### src/rtl/nms_ctrl_fsm_pkg.sv
// Shared state encoding and default sizing for the NMS control sequencer.
package nms_ctrl_fsm_pkg;

  localparam int unsigned IouLatDefault  = 8;
  localparam int unsigned MaxKeptDefault = 1024;

  typedef enum logic [3:0] {
    StIdle    = 4'd0,
    StClear   = 4'd1,
    StFetch   = 4'd2,
    StFill    = 4'd3,
    StCompare = 4'd4,
    StCommit  = 4'd5,
    StNext    = 4'd6,
    StDone    = 4'd7
  } nms_state_e;

endpackage

### src/rtl/nms_ctrl_fsm_counter.sv
// Clearable up-counter used for the kept-box count.
module nms_ctrl_fsm_counter #(
  parameter int unsigned Width = 14
) (
  input  logic             clk_i,
  input  logic             rst_ni,
  input  logic             clr_i,
  input  logic             en_i,
  output logic [Width-1:0] count_o
);

  logic [Width-1:0] count_q;

  always_ff @(posedge clk_i or negedge rst_ni) begin
    if (!rst_ni) begin
      count_q <= '0;
    end else if (clr_i) begin
      count_q <= '0;
    end else if (en_i) begin
      count_q <= count_q + Width'(1);
    end
  end

  assign count_o = count_q;

endmodule

### src/rtl/nms_ctrl_fsm.sv
// NMS control sequencer: score-gates predictions, sweeps kept boxes through the IoU
// pipeline and commits or drops each candidate.
module nms_ctrl_fsm
  import nms_ctrl_fsm_pkg::*;
#(
  parameter int unsigned BBOX_IND_WIDTH = 14,
  parameter int unsigned MAX_KEPT       = MaxKeptDefault,
  parameter int unsigned IOU_LAT        = IouLatDefault
) (
  input  logic                      clk,
  input  logic                      resetn,
  input  logic                      start,
  output logic                      busy,
  output logic                      done,
  output logic                      overflow,
  output logic [BBOX_IND_WIDTH-1:0] num_kept,
  input  logic                      pred_valid,
  output logic                      pred_ready,
  input  logic                      i_lt_num_pred,
  input  logic                      iter_eq_last,
  input  logic                      iter_eq_lstMinus1,
  input  logic                      delay_eq_8,
  input  logic                      S_under_thresh,
  input  logic                      iou_valid,
  input  logic                      iou_suppress,
  output logic                      gen_rst,
  output logic                      delay_rst,
  output logic                      delay_en,
  output logic                      bbox_iter_rst,
  output logic                      bbox_iter_en,
  output logic                      bbox_last_en,
  output logic                      i_counter_en,
  output logic                      bbox_we
);

  // FILL exits on the datapath's hard-wired delay_eq_8 flag.
  if (IOU_LAT != 8) begin : g_lat_check
    $error("nms_ctrl_fsm: IOU_LAT must be 8 to match delay_eq_8");
  end

  nms_state_e state_q, state_d;
  logic       suppress_q, suppress_d;
  logic       overflow_q, overflow_d;
  logic       kept_clr;
  logic       kept_full;
  logic       kept_empty;

  assign kept_full  = (num_kept >= BBOX_IND_WIDTH'(MAX_KEPT));
  // The iterator only reads as "at last" with an empty set once num_kept is zero.
  assign kept_empty = iter_eq_last & (num_kept == '0);

  always_comb begin
    state_d       = state_q;
    suppress_d    = suppress_q;
    overflow_d    = overflow_q;
    kept_clr      = 1'b0;
    done          = 1'b0;
    pred_ready    = 1'b0;
    gen_rst       = 1'b0;
    delay_rst     = 1'b0;
    delay_en      = 1'b0;
    bbox_iter_rst = 1'b0;
    bbox_iter_en  = 1'b0;
    bbox_last_en  = 1'b0;
    i_counter_en  = 1'b0;
    bbox_we       = 1'b0;
    unique case (state_q)
      StIdle: begin
        if (start) begin
          state_d    = StClear;
          overflow_d = 1'b0;
          kept_clr   = 1'b1;
        end
      end
      StClear: begin
        gen_rst = 1'b1;
        state_d = StFetch;
      end
      StFetch: begin
        if (!i_lt_num_pred) begin
          state_d = StDone;
        end else begin
          pred_ready = 1'b1;
          if (pred_valid) begin
            if (S_under_thresh) begin
              i_counter_en = 1'b1;
            end else if (kept_empty) begin
              state_d = StCommit;
            end else begin
              delay_rst     = 1'b1;
              bbox_iter_rst = 1'b1;
              suppress_d    = 1'b0;
              state_d       = StFill;
            end
          end
        end
      end
      StFill: begin
        delay_en = 1'b1;
        if (delay_eq_8) begin
          state_d = StCompare;
        end
      end
      StCompare: begin
        if (iou_valid) begin
          bbox_iter_en = 1'b1;
          suppress_d   = suppress_q | iou_suppress;
          if (iter_eq_lstMinus1) begin
            state_d = suppress_d ? StNext : StCommit;
          end
        end
      end
      StCommit: begin
        if (!kept_full) begin
          bbox_we      = 1'b1;
          bbox_last_en = 1'b1;
        end else begin
          overflow_d = 1'b1;
        end
        state_d = StNext;
      end
      StNext: begin
        i_counter_en = 1'b1;
        state_d      = StFetch;
      end
      StDone: begin
        done    = 1'b1;
        state_d = StIdle;
      end
      default: state_d = StIdle;
    endcase
  end

  always_ff @(posedge clk or negedge resetn) begin
    if (!resetn) begin
      state_q    <= StIdle;
      suppress_q <= 1'b0;
      overflow_q <= 1'b0;
    end else begin
      state_q    <= state_d;
      suppress_q <= suppress_d;
      overflow_q <= overflow_d;
    end
  end

  assign busy     = (state_q != StIdle);
  assign overflow = overflow_q;

  nms_ctrl_fsm_counter #(
    .Width (BBOX_IND_WIDTH)
  ) u_kept_cnt (
    .clk_i   (clk),
    .rst_ni  (resetn),
    .clr_i   (kept_clr),
    .en_i    (bbox_we),
    .count_o (num_kept)
  );

endmodule

### config.mk
export PLATFORM = sky130hd
export DESIGN_NAME = nms_ctrl_fsm
export DESIGN_NICKNAME = d
export VERILOG_FILES = /design/src/rtl/nms_ctrl_fsm_pkg.sv /design/src/rtl/nms_ctrl_fsm_counter.sv /design/src/rtl/nms_ctrl_fsm.sv
export SDC_FILE = /design/constraint.sdc
export NUM_CORES = 1
export LEC_CHECK = 0
export ABC_AREA = 1
export ABC_CLOCK_PERIOD_IN_PS = 5300
export CAP_MARGIN = 25
export CORE_MARGIN = 1
export CORE_UTILIZATION = 51
export DETAILED_ROUTE_END_ITERATION = 7
export HOLD_SLACK_MARGIN = 0.06
export PLACE_DENSITY_LB_ADDON = 0.25
export REMOVE_ABC_BUFFERS = 1
export SYNTH_ARGS = -nofsm -noshare
export SYNTH_HDL_FRONTEND = slang
export SYNTH_HIERARCHICAL = 1
export SYNTH_SLANG_ARGS = --single-unit
### constraint.sdc
create_clock -name clk -period 5.3 [get_ports clk]
set_clock_uncertainty 0.05 [all_clocks]
set_input_delay 0.53 -clock clk [delete_from_list [all_inputs] [get_ports clk]]
set_output_delay 0.53 -clock clk [all_outputs]
set_load 0.05 [all_outputs]
==> metrics, run 1 <==
status=finished, final reports clean; largest area contributor in the synthesized netlist=sky130_fd_sc_hd__dfrtp_1; maximum vdd ir drop=between 300 and 400 uV; leakage power=a little over 0.8 nW; #FFs+latches synth=19; count of routing violations after the opening detailed-route iteration=70; fill count=roughly 200; Num CTS Buffers=3; post-synthesis adder-cell area fraction=0.00956; Pre-Repair DR Iteration Count=4; fraction of final layout cells sized beyond drive strength 1=0.0805; kind of start point of the critical path=register; register clock-pin slew on the reported worst setup and hold paths=approximately 120 ps; ranking of synthesized cells by area=sky130_fd_sc_hd__dfrtp_1, sky130_fd_sc_hd__nand2_1, sky130_fd_sc_hd__nor2_1, sky130_fd_sc_hd__inv_1, sky130_fd_sc_hd__nand3_1; Post-Place Setup Slack=approximately 2400 ps; family of cells with the greatest summed delay on the critical path=buffers and inverters; total track usage=0.277; post-route DRC violation count=0; Vias per Instance=approximately 5.5; maximum level of the CTS H-tree=1; worst endpoint data arrival time=~2700 ps; input/output buffers=36; mean instance size in the synthesized netlist=6.54 um2; count of final setup violators=0; Total Negative Setup Slacks=0 ps; quantity of gates resized following cts=0; sequential cell area=about 480 um2; TritonCTS clock tree=built; register area share after synthesis=0.363; number of vias after detailed routing=roughly 1400; Die Y=~53 um; total congestion overflow=0; worst-margin pin slew=roughly 910 ps; CTS hold repair buffers=0; Worst Path Class, Setup=register to primary output; area share of and/or/nand/nor cells after synthesis=0.467; Final Hold Violating Endpoints=0; period utilisation layout=0.623; highest cell delay on the worst timing path=approximately 950 ps; crit path capture type=primary output; Worst path slowest cell=sky130_fd_sc_hd__clkdlybuf4s50_1; Clk Tree Root Cell=sky130_fd_sc_hd__clkbuf_4; routed wire length=around 3500 um; Die ar.=0.00277 mm2; critical path required time=about 4700 ps; Cells after DPL=260; largest net degree at the start of global routing=20; Floorplan Core Area=0.00232 mm2; Yosys warning count=6; number of different library cells in the post-synthesis netlist=26; cells along the critical path=inv_2 > nand2_1 > nor3_1 > clkdlybuf4s50_1; complex-gate fraction of the synthesized area=0.0564; Antenna Diode Count=0; top-area cell type share of the netlist area=0.363; worst min-delay path class=register to register; number of cells in the finished layout apart from fillers=264; worst setup slack after layout=between 1500 and 2000 ps; Netlist Area Pre-Place=roughly 0.0013 mm2; deepest clock path buffer count=2; global placer's final weighted congestion=about 0.95; post-CTS setup repair buffer count=0; initial standard-cell utilization of the core=0.564; tightest slew margin relative to the limit=0.387; antenna viol nets, final=0; vias in the first global route=1351; async set-reset flop share out of synthesis=1.00; maximum fanout encountered on the critical timing path=8; EDFF count, synth=0; synthesized-area fraction occupied by xor and xnor cells=0.00669; TritonCTS Sinks=19; global-route wire length before repair=5640 um; Peak Freq=roughly 300 MHz; Skew-Pair Late Insertion Delay=a little over 300 ps; number of max-capacitance violations reported=0; power per unit of standard cell area=449 mW/mm2; dominant combinational cell family by area after synthesis=simple AND/OR/NAND/NOR gates; x dimension of the die=~53 um; setup repair after global routing missed its margin=false; Post-synth top flop=sky130_fd_sc_hd__dfrtp_1; Syn Inst Count=200; Final min period=between 3000 and 4000 ps; layout net count=between 200 and 250; HPWL after detailed placement=~2700 um; number of buffers and inverters on the critical path=2; Multi-input gate area=between 700 and 800 um2; max-slew violations=0; I/O pin cnt=37; synth-to-layout area growth=29.7%; site row count=17; number of antenna violations at the first check in global routing=0; multiplexer share of the synthesized area=0; average detailed-routed wire length per instance=between 10 and 15 um
## report_power, final
group	total, mW	switching [mW]	internal (mW)
Sequential	0.219	0.0448	0.174
Clock	0.0794	0.0507	0.0288
Combinational	0.464	0.319	0.145
Total	0.763	0.415	0.348
## cells in the mapped netlist, types with 2 or more instances
cell type and n:
sky130_fd_sc_hd__nand2_1 61, sky130_fd_sc_hd__nor2_1 44, sky130_fd_sc_hd__dfrtp_1 19, sky130_fd_sc_hd__inv_1 19, sky130_fd_sc_hd__nand3_1 11, sky130_fd_sc_hd__nor3_1 7, sky130_fd_sc_hd__a21oi_1 6, sky130_fd_sc_hd__inv_2 5
sky130_fd_sc_hd__buf_4 3, sky130_fd_sc_hd__nand4_1 3, sky130_fd_sc_hd__nor2_2 3, sky130_fd_sc_hd__nand3_2 2, sky130_fd_sc_hd__nand3b_1 2, sky130_fd_sc_hd__nor2_4 2, sky130_fd_sc_hd__o21ai_0 2
## state kept, by name, summed over array words and instances (netlist names)
register / cells
state_q: 3
suppress_q: 1
overflow: 1
u_kept_cnt/count_o: 14
## per-layer routing
metal	GRT usage	wire length, um	up-vias
met5	0	0	-
met3	0.0522	207	8
li1	-	-	702
met4	0.105	57	0
met2	0.451	1690	54
met1	0.360	1520	676
## worst reg2reg max path: cells and delay by family (launching register included)
| family | cells | cell delay, ps |
|---|---|---|
| DFF | 1 | 460 |
| buffers and inverters | 1 | 150 |
| and+or+nand+nor | 8 | 1640 |
## placed cells by master (no fill, tap or decap), drive strengths merged, types with 2 or more instances in the layout
cell | synthesis | layout
nor3 | 9 | 9
clkbuf | 1 | 3
clkdlybuf4s50 | 0 | 36
nand2 | 62 | 62
nor2 | 49 | 49
nand4 | 3 | 3
nand3b | 2 | 2
nand3 | 13 | 13
a21oi | 6 | 6
inv | 24 | 24
o21ai | 3 | 3
dfrtp | 19 | 19
## metrics by stage
| step | instance area (um2) | utilization | hold slack [ps] | total power [mW] |
|---|---|---|---|---|
| floorplan | 1270 | - | 184 | 0.541 |
| global placement | 1670 | 0.719 | 406 | 0.664 |
| detailed placement | 1670 | 0.719 | 439 | 0.680 |
| CTS | 1700 | 0.732 | 467 | 0.764 |
| global route | 1700 | 0.732 | 486 | 0.816 |
| finish | 1700 | 0.732 | 464 | 0.763 |
## logic make-up after synthesis
kind of cell,Yosys count
xor+xnor,1
flops,19
buf+inv,28
compound gates,13
simple gates,138
fa+ha+maj,1
## path summary, 6_finish.rpt
| check | slack, ps | cells past startpoint | to | from |
|---|---|---|---|---|
| worst max-delay path | 2000 | 4 | bbox_we | state_q[1] |
| worst min-delay path | 460 | 2 | suppress_q | suppress_q |
| worst max register to register | 2950 | 9 | u_kept_cnt/count_o[9] | state_q[1] |
| worst min register to register | 460 | 2 | suppress_q | suppress_q |
| max in group asynchronous | 4000 | 1 | u_kept_cnt/count_o[0] | resetn |
| min in group asynchronous | 650 | 1 | u_kept_cnt/count_o[9] | resetn |
## cell type report
class                           instances  area share
Timing Repair Buffer                   36       0.212
Inverter                               24      0.0531
Clock inverter                          1     0.00442
Clock buffer                            3      0.0133
Tap cell                               28      0.0206
Multi-Input combinational cell        153       0.416
Sequential cell                        19       0.280
Note: power is estimated with default switching activity, not from simulation.
==> run 2: changes to the inputs <==
ABC_CLOCK_PERIOD_IN_PS = 2800   (was 5300)
CORE_UTILIZATION = 43   (was 51)
clock period = 2.8 ns   (was 5.3 ns; I/O delays follow)
==> run 2 against run 1 <==
Net effect: the flow now finishes with violations (design-rule violations); highest routed layer unchanged; register-to-register slack got worse by 2200 ps; critical endpoint is now delay_rst; routed wire length decreased by 13%; critical path type unchanged; final cell count increased by 1.5%; via count decreased by 7.8%.
==> metrics, run 2 (synthesized netlist as in run 1, its figures left out) <==
status=finished, violations left; violated checks=design-rule violations; worst hold-check slack=around 400 ps; total track usage=0.206; worst endpoint data arrival time=2260 ps; I/O pin cnt=37; Clk Tree Root Cell=sky130_fd_sc_hd__clkbuf_4; Final Hold Violating Endpoints=0; setup repair after global routing missed its margin=false; global-route wire length before repair=about 5300 um; number of buffers and inverters on the critical path=2; Final min period=2590 ps; input/output buffers=36; total congestion overflow=0; average detailed-routed wire length per instance=roughly 11 um; logic depth of the worst setup path including buffers=6; Peak Freq=about 390 MHz; routed wire length=between 3000 and 4000 um; cells along the critical path=inv_2 > nand2_1 > nor2_1 > nand2_1 > nor2_1 > clkdlybuf4s50_1; post-route DRC violation count=3; synth-to-layout area growth=31.8%; number of antenna violations at the first check in global routing=0; tightest slew margin relative to the limit=0.438; Die Y=57.2 um; family of cells with the greatest summed delay on the critical path=buffers and inverters; worst-margin pin slew=840 ps; Skew-Pair Late Insertion Delay=approximately 300 ps; leading cell types in the layout, fill and taps excluded=sky130_fd_sc_hd__nand2_1, sky130_fd_sc_hd__nor2_1, sky130_fd_sc_hd__clkdlybuf4s50_1; register clock-pin slew on the reported worst setup and hold paths=~100 ps; layout net count=between 200 and 300; Antenna Diode Count=0; Total Negative Setup Slacks=0 ps; CTS hold repair buffers=0; power per unit of standard cell area=~840 mW/mm2; Worst path slowest cell=sky130_fd_sc_hd__clkdlybuf4s50_1; TritonCTS clock tree=built; Num CTS Buffers=3; period utilisation layout=0.925; quantity of gates resized following cts=0; Die ar.=0.00327 mm2; maximum fanout encountered on the critical timing path=6; most common cell after layout, fill and taps aside=sky130_fd_sc_hd__nand2_1; vias in the first global route=~1200; maximum vdd ir drop=approximately 720 uV; crit path capture type=primary output; highest cell delay on the worst timing path=a little over 800 ps; deepest clock path buffer count=2; maximum level of the CTS H-tree=1; worst min-delay path class=input pin to asynchronous set/reset pin; fraction of final layout cells sized beyond drive strength 1=0.0886; total power draw=~1.4 mW; HPWL after detailed placement=roughly 2400 um; Vias per Instance=between 4 and 5; max-slew violations=0; depth of the worst register-to-register path=10; global placer's final weighted congestion=roughly 0.97; number of vias after detailed routing=1327; TritonCTS Sinks=19; leakage power=between 0.8 and 0.9 nW; kind of start point of the critical path=register; site row count=19; Register-to-Register Setup Slack=just under 800 ps; Pre-Repair DR Iteration Count=6; count of routing violations after the opening detailed-route iteration=72; Worst Path Class, Setup=register to primary output; post-CTS setup repair buffer count=0; antenna viol nets, final=0; count of final setup violators=0; number of max-capacitance violations reported=0; Floorplan Core Area=roughly 0.0028 mm2; initial standard-cell utilization of the core=0.463; largest net degree at the start of global routing=20; number of flip-flops under the largest register name=14; critical path required time=2470 ps; x dimension of the die=between 50 and 60 um
-- run 2: layout make-up --
cell class                      count  area [um2]
Fill cell                         264        1100
Multi-Input combinational cell    153         707
Sequential cell                    19         475
Timing Repair Buffer               37         388
Inverter                           24        90.1
Tap cell                           31        38.8
Clock buffer                        4        26.3
-- run 2: layer usage --
metal / global-route usage / share of wire / routed length [um]
met5: 0 / 0 / 0
met4: 0.0348 / 0.0046 / 14
met3: 0.0499 / 0.037 / 112
met2: 0.308 / 0.42 / 1280
met1: 0.308 / 0.54 / 1630
-- run 2: final timing paths --
path,from,end
setup / recovery,state_q[0],delay_rst
hold / removal,resetn,u_kept_cnt/count_o[10]
setup reg to reg,state_q[2],u_kept_cnt/count_o[7]
hold reg to reg,suppress_q,suppress_q
max in group asynchronous,resetn,suppress_q
min in group clk,suppress_q,suppress_q
-- run 2: stage by stage --
stage          setup slack, ps  cells  instance area, um2  utilization
3_5_place_dp               518    264                1700        0.601
2_1_floorplan            -1360    196                1270            -
3_3_place_gp               550    264                1700        0.601
5_1_grt                   53.7    268                1730        0.610
6_report                   209    268                1730        0.610
4_1_cts                    203    268                1730        0.610
-- run 2: report_power, final --
part / internal (mW) / switching, mW / leakage (nW)
clock: 0.0555 / 0.0846 / 0.0150
sequential: 0.330 / 0.0847 / 0.257
combinational: 0.296 / 0.594 / 0.574
total: 0.681 / 0.763 / 0.846
==> run 3: changes to the inputs <==
MAX_ROUTING_LAYER = met4   (was default)
REMOVE_ABC_BUFFERS = default   (was 1)
==> run 3 against run 2 <==
Net effect: the run still ends with design-rule violations left; largest cell class unchanged; maximum frequency rose by 0.89%; global-route usage fell by 0.54 points; critical path depth did not move; sequential share of layout area rose by 0.22 points; cell area fell by 0.80%; largest power group unchanged; final cell count did not move.
==> metrics, run 3 (synthesized netlist as in run 1, its figures left out) <==
status=finished, violations left; violated checks=design-rule violations; sequential cell area=~480 um2; Final min period=roughly 2600 ps; total congestion overflow=0; fraction of power consumed by sequential logic=0.291; site row count=19; fill count=~280; part of the power in combinational logic=0.608; x dimension of the die=57.2 um; Final Hold Violating Endpoints=0; leading cell types in the layout, fill and taps excluded=sky130_fd_sc_hd__nand2_1, sky130_fd_sc_hd__nor2_1, sky130_fd_sc_hd__clkdlybuf4s50_1; average detailed-routed wire length per instance=between 10 and 15 um; quantity of gates resized following cts=0; net switching power of the design=~0.75 mW; leakage power=0.840 nW; Peak Freq=a little under 400 MHz; tightest slew margin relative to the limit=0.420; synth-to-layout area growth=30.8%; cells along the critical path=inv_2 > nand2_1 > nor2_1 > nand2_1 > nor2_1 > clkdlybuf4s50_1; setup repair after global routing missed its margin=false; maximum level of the CTS H-tree=1; post-route DRC violation count=2; worst min-delay path class=input pin to asynchronous set/reset pin; max-slew violations=0; count of routing violations after the opening detailed-route iteration=46; largest net degree at the start of global routing=20; Skew-Pair Late Insertion Delay=around 300 ps; most common cell after layout, fill and taps aside=sky130_fd_sc_hd__nand2_1; total non-filler cell area in the finished layout=~0.0017 mm2; maximum fanout encountered on the critical timing path=6; Placed Instance Area=approximately 0.0017 mm2; crit path capture type=primary output; number of nets in the synthesized netlist=roughly 210; Post-Place Setup Slack=between 500 and 600 ps; Antenna Diode Count=0; Worst path slowest cell=sky130_fd_sc_hd__clkdlybuf4s50_1; I/O pin cnt=37; Num CTS Buffers=3; TritonCTS clock tree=built; worst endpoint data arrival time=2240 ps; Worst Path Class, Setup=register to primary output; worst-margin pin slew=just under 900 ps; Pre-Repair DR Iteration Count=6; Total Negative Setup Slacks=0 ps; TritonCTS Sinks=19; deepest clock path buffer count=2; layout net count=250; count of final setup violators=0; clock power share=0.101; fraction of final layout cells sized beyond drive strength 1=0.0886; Die ar.=around 0.0033 mm2; total track usage=0.201; input/output buffers=36; initial standard-cell utilization of the core=0.463; family of cells with the greatest summed delay on the critical path=buffers and inverters; Clk Tree Root Cell=sky130_fd_sc_hd__clkbuf_4; cell-internal power=between 0.6 and 0.7 mW; Multi-input gate area=just over 700 um2; Vias per Instance=around 4.9; critical path required time=~2500 ps; CTS hold repair buffers=0; Die Y=around 57 um; number of flip-flops under the largest register name=14; vias in the first global route=between 1000 and 1500; maximum vdd ir drop=~570 uV; routed wire length=around 2900 um; number of buffers and inverters on the critical path=2; number of max-capacitance violations reported=0; register clock-pin slew on the reported worst setup and hold paths=around 130 ps; worst setup slack after layout=between 200 and 250 ps; Sw Share=0.531; period utilisation layout=0.917; Floorplan Core Area=0.00283 mm2; antenna viol nets, final=0; post-CTS setup repair buffer count=0; highest cell delay on the worst timing path=roughly 800 ps; kind of start point of the critical path=register; global placer's final weighted congestion=roughly 0.87; global-route wire length before repair=roughly 5000 um; number of vias after detailed routing=1322; power per unit of standard cell area=826 mW/mm2; number of antenna violations at the first check in global routing=0; HPWL after detailed placement=around 2300 um
-- run 3: cell types whose count changed in the layout (fill, tap and decap cells not counted), sizes merged --
cell / previous run / this run
buf: 3 / 1
clkbuf: 4 / 3
clkdlybuf4s50: 34 / 36
clkinv: 0 / 1
-- run 3: stage by stage --
| stage | total power [mW] | utilization | cells | hold slack [ps] |
|---|---|---|---|---|
| floorplan | 1.05 | - | 200 | -65.6 |
| global placement | 1.28 | 0.595 | 264 | 409 |
| detailed placement | 1.28 | 0.595 | 264 | 413 |
| CTS | 1.42 | 0.605 | 268 | 439 |
| global route | 1.54 | 0.605 | 268 | 473 |
| finish | 1.41 | 0.605 | 268 | 405 |
-- run 3: worst paths after layout --
path | start | end | slack, ps | cells after the start
min in group clk | suppress_q | suppress_q | 440 | 2
max in group asynchronous | resetn | u_kept_cnt/count_o[13] | 1740 | 1
worst min register to register | suppress_q | suppress_q | 440 | 2
worst max-delay path | state_q[0] | bbox_iter_rst | 230 | 6
worst max register to register | state_q[2] | u_kept_cnt/count_o[7] | 730 | 10
worst min-delay path | resetn | u_kept_cnt/count_o[2] | 410 | 1
-- run 3: cell type report --
class                           count  area share
Multi-Input combinational cell    153       0.416
Inverter                           24      0.0526
Timing Repair Buffer               37       0.215
Sequential cell                    19       0.278
Tap cell                           31      0.0227
Clock buffer                        3      0.0132
Clock inverter                      1     0.00292
-- run 3: metal layers --
layer,part of all wire,wire length [um],GRT usage,vias up
li1,-,-,-,702
met1,0.48,1390,0.263,592
met2,0.48,1380,0.329,24
met3,0.023,67,0.0204,4
met4,0.013,38,0.0627,0
met5,0,0,-,-
-- run 3: power by group through the flow --
stage / clock network [mW] / registers, mW / logic (mW)
final: 0.143 / 0.411 / 0.860
after global routing: 0.165 / 0.422 / 0.949
after CTS: 0.148 / 0.411 / 0.864
after detailed placement: 0 / 0.415 / 0.864
after global placement: 0 / 0.416 / 0.860
after floorplan: 0 / 0.485 / 0.569
